--- src/rtl/ex_div_unit.sv ---
// Iterative restoring divider for the EX stage: one quotient bit per clock, result {hi=rem, lo=quo}.
// Optional macro DIV_ZERO_FLAG_EN adds a dbz_o output flagging divide-by-zero results.
module ex_div_unit #(
  parameter int WIDTH = 32,
  parameter int CNT_W = 6
) (
  input  logic               clk,
  input  logic               rst,
  input  logic               start_i,
  input  logic               signed_i,
  input  logic [WIDTH-1:0]   opdata1_i,
  input  logic [WIDTH-1:0]   opdata2_i,
  input  logic               annul_i,
  output logic [2*WIDTH-1:0] result_o,
  output logic               ready_o,
  output logic               stallreq_o
`ifdef DIV_ZERO_FLAG_EN
  ,
  output logic               dbz_o
`endif
);

  typedef enum logic [1:0] {
    S_FREE    = 2'd0,
    S_BUSY    = 2'd1,
    S_DIVZERO = 2'd2,
    S_END     = 2'd3
  } state_e;

  state_e             state_q, state_d;
  logic [CNT_W-1:0]   cnt_q, cnt_d;
  logic [WIDTH-1:0]   rem_q, rem_d;
  logic [WIDTH-1:0]   quo_q, quo_d;
  logic [WIDTH-1:0]   dvs_q, dvs_d;
  logic               qneg_q, qneg_d;
  logic               rneg_q, rneg_d;
  logic [2*WIDTH-1:0] result_q, result_d;
  logic               ready_q, ready_d;

  logic               neg1, neg2, accept;
  logic [WIDTH-1:0]   mag1, mag2;
  logic [WIDTH:0]     trial;
  logic [WIDTH-1:0]   quo_fix, rem_fix;

  // Operand magnitudes; -MIN wraps to MIN, which is the correct unsigned magnitude.
  always_comb begin
    neg1   = signed_i & opdata1_i[WIDTH-1];
    neg2   = signed_i & opdata2_i[WIDTH-1];
    mag1   = neg1 ? -opdata1_i : opdata1_i;
    mag2   = neg2 ? -opdata2_i : opdata2_i;
    accept = (state_q == S_FREE) & start_i & ~annul_i;
  end

  // Trial subtract of the divisor from the shifted partial remainder; MSB set means "does not fit".
  always_comb begin
    trial   = {rem_q, quo_q[WIDTH-1]} - {1'b0, dvs_q};
    quo_fix = qneg_q ? -quo_q : quo_q;
    rem_fix = rneg_q ? -rem_q : rem_q;
  end

  always_comb begin
    state_d  = state_q;
    cnt_d    = cnt_q;
    rem_d    = rem_q;
    quo_d    = quo_q;
    dvs_d    = dvs_q;
    qneg_d   = qneg_q;
    rneg_d   = rneg_q;
    result_d = result_q;
    ready_d  = ready_q;
    unique case (state_q)
      S_FREE: begin
        ready_d  = 1'b0;
        result_d = '0;
        if (accept) begin
          if (opdata2_i == '0) begin
            state_d = S_DIVZERO;
          end else begin
            state_d = S_BUSY;
            cnt_d   = '0;
            rem_d   = '0;
            quo_d   = mag1;
            dvs_d   = mag2;
            qneg_d  = neg1 ^ neg2;
            rneg_d  = neg1;
          end
        end
      end
      S_BUSY: begin
        if (annul_i || !start_i) begin
          state_d  = S_FREE;
          result_d = '0;
          ready_d  = 1'b0;
        end else if (cnt_q == CNT_W'(WIDTH)) begin
          state_d  = S_END;
          result_d = {rem_fix, quo_fix};
          ready_d  = 1'b1;
        end else begin
          cnt_d = cnt_q + CNT_W'(1);
          if (!trial[WIDTH]) begin
            rem_d = trial[WIDTH-1:0];
            quo_d = {quo_q[WIDTH-2:0], 1'b1};
          end else begin
            rem_d = {rem_q[WIDTH-2:0], quo_q[WIDTH-1]};
            quo_d = {quo_q[WIDTH-2:0], 1'b0};
          end
        end
      end
      S_DIVZERO: begin
        state_d  = S_END;
        result_d = '0;
        ready_d  = 1'b1;
      end
      S_END: begin
        if (annul_i || !start_i) begin
          state_d  = S_FREE;
          result_d = '0;
          ready_d  = 1'b0;
        end
      end
      default: state_d = S_FREE;
    endcase
  end

  always_ff @(posedge clk) begin
    if (rst) begin
      state_q  <= S_FREE;
      cnt_q    <= '0;
      rem_q    <= '0;
      quo_q    <= '0;
      dvs_q    <= '0;
      qneg_q   <= 1'b0;
      rneg_q   <= 1'b0;
      result_q <= '0;
      ready_q  <= 1'b0;
    end else begin
      state_q  <= state_d;
      cnt_q    <= cnt_d;
      rem_q    <= rem_d;
      quo_q    <= quo_d;
      dvs_q    <= dvs_d;
      qneg_q   <= qneg_d;
      rneg_q   <= rneg_d;
      result_q <= result_d;
      ready_q  <= ready_d;
    end
  end

  // END deliberately releases the stall so EX advances in the ready cycle.
  always_comb begin
    stallreq_o = accept | (state_q == S_BUSY) | (state_q == S_DIVZERO);
    result_o   = result_q;
    ready_o    = ready_q;
  end

`ifdef DIV_ZERO_FLAG_EN
  logic dbz_q, dbz_d;

  always_comb begin
    dbz_d = dbz_q;
    if (state_q == S_DIVZERO)                          dbz_d = 1'b1;
    else if (state_q != S_END || annul_i || !start_i) dbz_d = 1'b0;
  end

  always_ff @(posedge clk) begin
    if (rst) dbz_q <= 1'b0;
    else     dbz_q <= dbz_d;
  end

  assign dbz_o = dbz_q;
`endif

endmodule
--- config.mk ---
export PLATFORM = sky130hd
export DESIGN_NAME = ex_div_unit
export DESIGN_NICKNAME = d
export VERILOG_FILES = /design/src/rtl/ex_div_unit.sv
export SDC_FILE = /design/constraint.sdc
export NUM_CORES = 1
export LEC_CHECK = 0
export BUFFER_PORTS_ARGS = -buffer_cell sky130_fd_sc_hd__buf_2
export CAP_MARGIN = 20
export CORE_ASPECT_RATIO = 1.75
export CORE_MARGIN = 2
export CORE_UTILIZATION = 53
export CTS_CLUSTER_DIAMETER = 200
export CTS_CLUSTER_SIZE = 16
export DETAILED_ROUTE_END_ITERATION = 8
export PLACE_DENSITY = 0.77
export SYNTH_ARGS = -nofsm -noshare
export SYNTH_HDL_FRONTEND = slang
export SYNTH_SLANG_ARGS = --single-unit
export TNS_END_PERCENT = 10
--- constraint.sdc ---
create_clock -name clk -period 3.6 [get_ports clk]
set_clock_uncertainty 0.15 [all_clocks]
set_input_delay 0.9 -clock clk [delete_from_list [all_inputs] [get_ports clk]]
set_output_delay 0.9 -clock clk [all_outputs]
set_load 0.01 [all_outputs]
======== Word level (Yosys, flattened, before mapping) ========
Index checks and enable logic that the tools add are counted.
word-level totals
  word-level logic and storage cells ...... 79
  output and inout bits ................... 66
  input bits .............................. 69
  bits in registers ....................... 171
cells by class
  add/subtract/negate cells ............... 6
  eq/ne operators ......................... 10
  multiplexer cells ....................... 35
  bitwise operators ....................... 9
  reduce and logical (&&, ||, !) cells .... 10
operator list
  kind                 number
  $mux 32              13
  $mux 64              3
  $pmux 64 s3          1
  $neg 32->32          4
  $pmux 32 s2          2
  $sub 33x32->33       1
  $logic_not 32->1     1
  $mux 6               4
  $pmux 6 s2           1
  $mux 2               5
  $ne 2x2->1 const B   5
  $pmux 2 s4           1
  $add 6x1->6 const B  1
  $eq 6x6->1 const B   1
  $reduce_and 3->1     2
  $reduce_and 5->1     1
  $and 1x1->1          4
  $eq 2x2->1 const B   2
  $mux 1               4
  $pmux 1 s4           1
  $ne 3x3->1 const B   1
  $eq 2x1->1 const B   1
  $logic_not 2->1      1
  $not 1->1            2
  other kinds (7)      8

======== Longest topological paths before layout ========
  depth in word-level cells ............... 5
  mapped depth ............................ 14

======== Least setup slack after synthesis ========
Ideal clock, no wire load.
  path type ............................... register to register
  start point ............................. reg quo_q[31]
  end point ............................... reg rem_q[25]
  cell stages (with the launch flop) ...... 15
  buffers on the path ..................... 1
  arrival ................................. 3.149 ns
  setup slack ............................. 0.173 ns
  clock period less this slack ............ 3.427 ns
  cell sequence ........................... dfxtp_1 > inv_1 > ha_1 > fa_1 > nand2b_1 > a21oi_1 > a211oi_1 > o31a_1 > o31ai_1 > o211ai_1 > nand4b_1 > xor2_2 > buf_2 > mux2i_1 > o21ai_0
on the way
  longest elaborated chain between the ends .. 5
RTL lines
  element                 line  text
  from (decl)             33    logic [WIDTH-1:0] quo_q, quo_d;
  from (signal assigned)  140   quo_q <= quo_d;
  $sub 33x32->33          56    trial = {rem_q, quo_q[WIDTH-1]} - {1'b0, dvs_q};
  $mux 32                 100   if (!trial[WIDTH]) begin
  $mux 32                 94    end else if (cnt_q == CNT_W'(WIDTH)) begin
  $mux 32                 90    if (annul_i || !start_i) begin
  $pmux 32 s2             71    unique case (state_q)
  to (signal assigned)    139   rem_q <= rem_d;
  to (decl)               32    logic [WIDTH-1:0] rem_q, rem_d;
Every way passes these cells. The select of a mux whose other input is x is not followed.
A chain may end at the register's enable or synchronous reset.

======== Final worst setup path ========
  start point ............................. reg quo_q[31]
  end point ............................... reg rem_q[20]
Same word-level chain as after synthesis.

==> metrics.txt <==
CP max stage cell=fa_1; fraction of final layout cells sized beyond drive strength 1=15.4%; GR Overflow Total=0; first-pass GRT wire length=49.4 mm; Max Transition Viols Final=0; biggest area consumer among synthesized cells=dfxtp_1; drt drc=0; count leader, synth=nand2_1; min-delay src=result_o[57]; worst r2r path cells=16; row count=roughly 70; EDFF count, synth=0; Post-Syn Instances=roughly 1400; Routed WL=around 32 mm; area of the multi-input gates=roughly 7000 sq um; Area growth syn-to-layout=17.2%; Worst-Margin Slew=between 0.7 and 0.8 ns; WHS Path Cells=2; Crit path top cell by count=buf_4; status=complete, no violations; Post-Syn Area=10800 sq um; Final Hold Fails=0; VDD IR max=0.379 mV; fmax=about 300 MHz; Finished Layout Cells=roughly 1800; register area=3420 sq um; worst-path fanout max=12; Ports=around 140; power per cell area=424 nW/um^2; Via density=roughly 6; gpl congestion=roughly 1.0; Placed Cells=around 1800; largest net degree at the start of global routing=66; Reg2Reg Setup Slack=approximately 0.18 ns; NumNets Final=about 1700; Antenna diodes=0; TritonCTS buffer count=17; FILL cells=approximately 1800; Worst R2R End=rem_q[20]; crit path DAT=~3.6 ns; syn_area_per_cell=7.60 sq um; htree depth=4; CTS tree=built; Clk pin slew, worst setup/hold paths=approximately 0.070 ns; CP Cell Sequence=inv_1 -> ha_1 -> fa_1 -> nand2b_1 -> a21oi_2 -> a211oi_1 -> o31a_1 -> o31ai_1 -> buf_4 -> o211ai_1 -> nand4b_1 -> xor2_4 -> buf_4 -> clkbuf_16 -> mux2i_1 -> o21ai_0; hold crit path type=flip-flop to flip-flop; RSZ-0062 raised after global routing=no; Hold EP=result_o[57]; CORE AREA=20100 sq um; Max Cap Violations=0; Async S/R FF share, synth=0%; post-DP HPWL=~24 mm; synth top area cells=dfxtp_1 (32%), xnor2_1 (7.2%), nand2_1 (6.5%); Via Count=roughly 11000; final worst-path cycle share=a little over nine tenths; Yosys top cell area share=between 30% and 40%; endpoints failing setup=0; Synth Net Count=~1500; gr usage total=28.6%; critical path required time=around 3.8 ns; Critical R2R Launch=quo_q[31]; # clock sinks=171; minimum clock period=roughly 3.4 ns; setup_tns=0 ns; Seq/Total Area, Yosys=31.8%; antenna viol nets, final=0; Setup Crit Path Kind=flip-flop to flip-flop; crit path capture type=flip-flop; CP peak stage delay=about 0.38 ns; met2 GRT Util=~52%; P_leak=5.03 nW; Initial Util=a little over half; most common library cells after synthesis=nand2_1 (187), dfxtp_1 (171), nor2_1 (158); vias in the first global route=roughly 10000; initial antenna violation count=1; DR pass1 iterations=5; nature of the critical path startpoint=flip-flop; Avg WL per Cell=between 15 and 20 um; CTS Buffer Depth=2; met1 usage=a little under 30%; Cell variety after synth=64; Hold-fix buffers, CTS=0; width of the die=112 um; max_slew headroom=roughly half; IO Port Bufs=about 130; Die ar.=21500 sq um; Post-synth top flop=dfxtp_1; Ys Warns=0; met3 Usage GRT=between 4 and 5%; worst-skew pair later-pin latency=roughly 0.44 ns; Starting DRT DRC Count=roughly 770; CTS root buffer=clkbuf_16; layer with the highest usage=met2; die height=between 150 and 200 um; flip-flop and latch count after synthesis=~170
final cells by class:
class / instances / share of cell area (%)
Inverter: 56 / 1.67
Timing Repair Buffer: 186 / 9.29
Tap cell: 248 / 2.46
Clock inverter: 13 / 1.31
Sequential cell: 171 / 27.1
Multi-Input combinational cell: 1113 / 54.6
Clock buffer: 19 / 3.59
worst max path at each step:
stage	startpoint	to	slack (ns)	cells after the start
floorplan	quo_q[31]	rem_q[25]	0.17	14
global placement	opdata1_i[10]	quo_q[29]	0.08	12
detailed placement	opdata1_i[8]	quo_q[29]	0.06	12
CTS	rem_q[0]	rem_q[31]	0.09	13
global route	quo_q[31]	rem_q[12]	0.0006	16
finish	quo_q[31]	rem_q[20]	0.18	16
layout by cell type (no fill, tap or decap), types with 7 or more instances in the layout:
cell type / count
or3_1: 16
nand3_1: 18
nand2_1: 187
xor2_1: 56
clkbuf_16: 19
nand2b_1: 12
nor2_1: 156
dfxtp_1: 171
and3_1: 7
o21ai_0: 118
mux2i_1: 36
nor2b_1: 8
xnor2_1: 89
inv_1: 56
nor3_1: 39
a22oi_1: 38
buf_4: 45
o31ai_1: 26
o41ai_1: 11
a21oi_1: 114
buf_2: 133
o211ai_1: 8
nor4_1: 11
ha_1: 41
a211oi_1: 31
what timing repair did:
| item | in CTS | in global routing |
|---|---|---|
| setup endpoints to repair | 0 | 27 |
| gates resized for setup | 0 | 6 |
| setup buffers | 0 | 3 |
| hold endpoints to repair | 0 | 0 |
per-stage QoR:
| stage | instance area [sq um] | utilization, % | power (mW) | setup WS, ns | hold WS [ns] |
|---|---|---|---|---|---|
| 3_3_place_gp | 11900 | 59.0 | 3.37 | 0.0770 | 0.287 |
| 5_1_grt | 12600 | 62.7 | 5.58 | 0.000646 | 0.337 |
| 2_1_floorplan | 10800 | - | 2.97 | 0.173 | 0.296 |
| 6_report | 12600 | 62.7 | 5.35 | 0.184 | 0.305 |
| 4_1_cts | 12500 | 62.1 | 5.32 | 0.0909 | 0.308 |
| 3_5_place_dp | 11900 | 59.0 | 3.39 | 0.0628 | 0.293 |
critical path, delay by kind of cell, from the launching register on:
family,cells,cell delay [ns]
AOI/OAI and AO/OA,6,0.89
xor gates and xnor gates,1,0.20
adders and majority gates,2,0.61
buffers and inverters,4,0.55
DFF,1,0.31
muxes,1,0.18
and+or+nand+nor,2,0.41
routing by layer:
| layer | wire length [um] | up-vias |
|---|---|---|
| met5 | 13 | - |
| met4 | 2410 | 2 |
| met3 | 1530 | 137 |
| met2 | 16400 | 372 |
| met1 | 11300 | 5081 |
| li1 | - | 5235 |
registers in the layout, summed over array words and instances (netlist names), 2 cells and up:
| register | count |
|---|---|
| cnt_q | 6 |
| dvs_q | 32 |
| quo_q | 32 |
| rem_q | 32 |
| result_o | 64 |
| state_q | 2 |
power by group:
group | internal (mW) | leakage (nW) | switching (mW) | total (mW)
Combinational | 0.526 | 3.35 | 0.805 | 1.33
Sequential | 1.98 | 1.39 | 0.0907 | 2.07
Clock | 1.13 | 0.292 | 0.819 | 1.95
Total | 3.63 | 5.03 | 1.72 | 5.35
kinds of logic (layout without fill, tap and decap cells):
group           count (synthesis)  count (layout)  share of synthesized area (%)
mux                            36              36                           3.35
buf+inv                       133             274                           4.73
xor+xnor                      146             146                           11.9
flops                         171             171                           31.8
simple gates                  496             496                           20.7
fa+ha+maj                      43              43                           5.07
compound gates                392             392                           22.4
No activity file was read; power rests on OpenSTA's default activity.
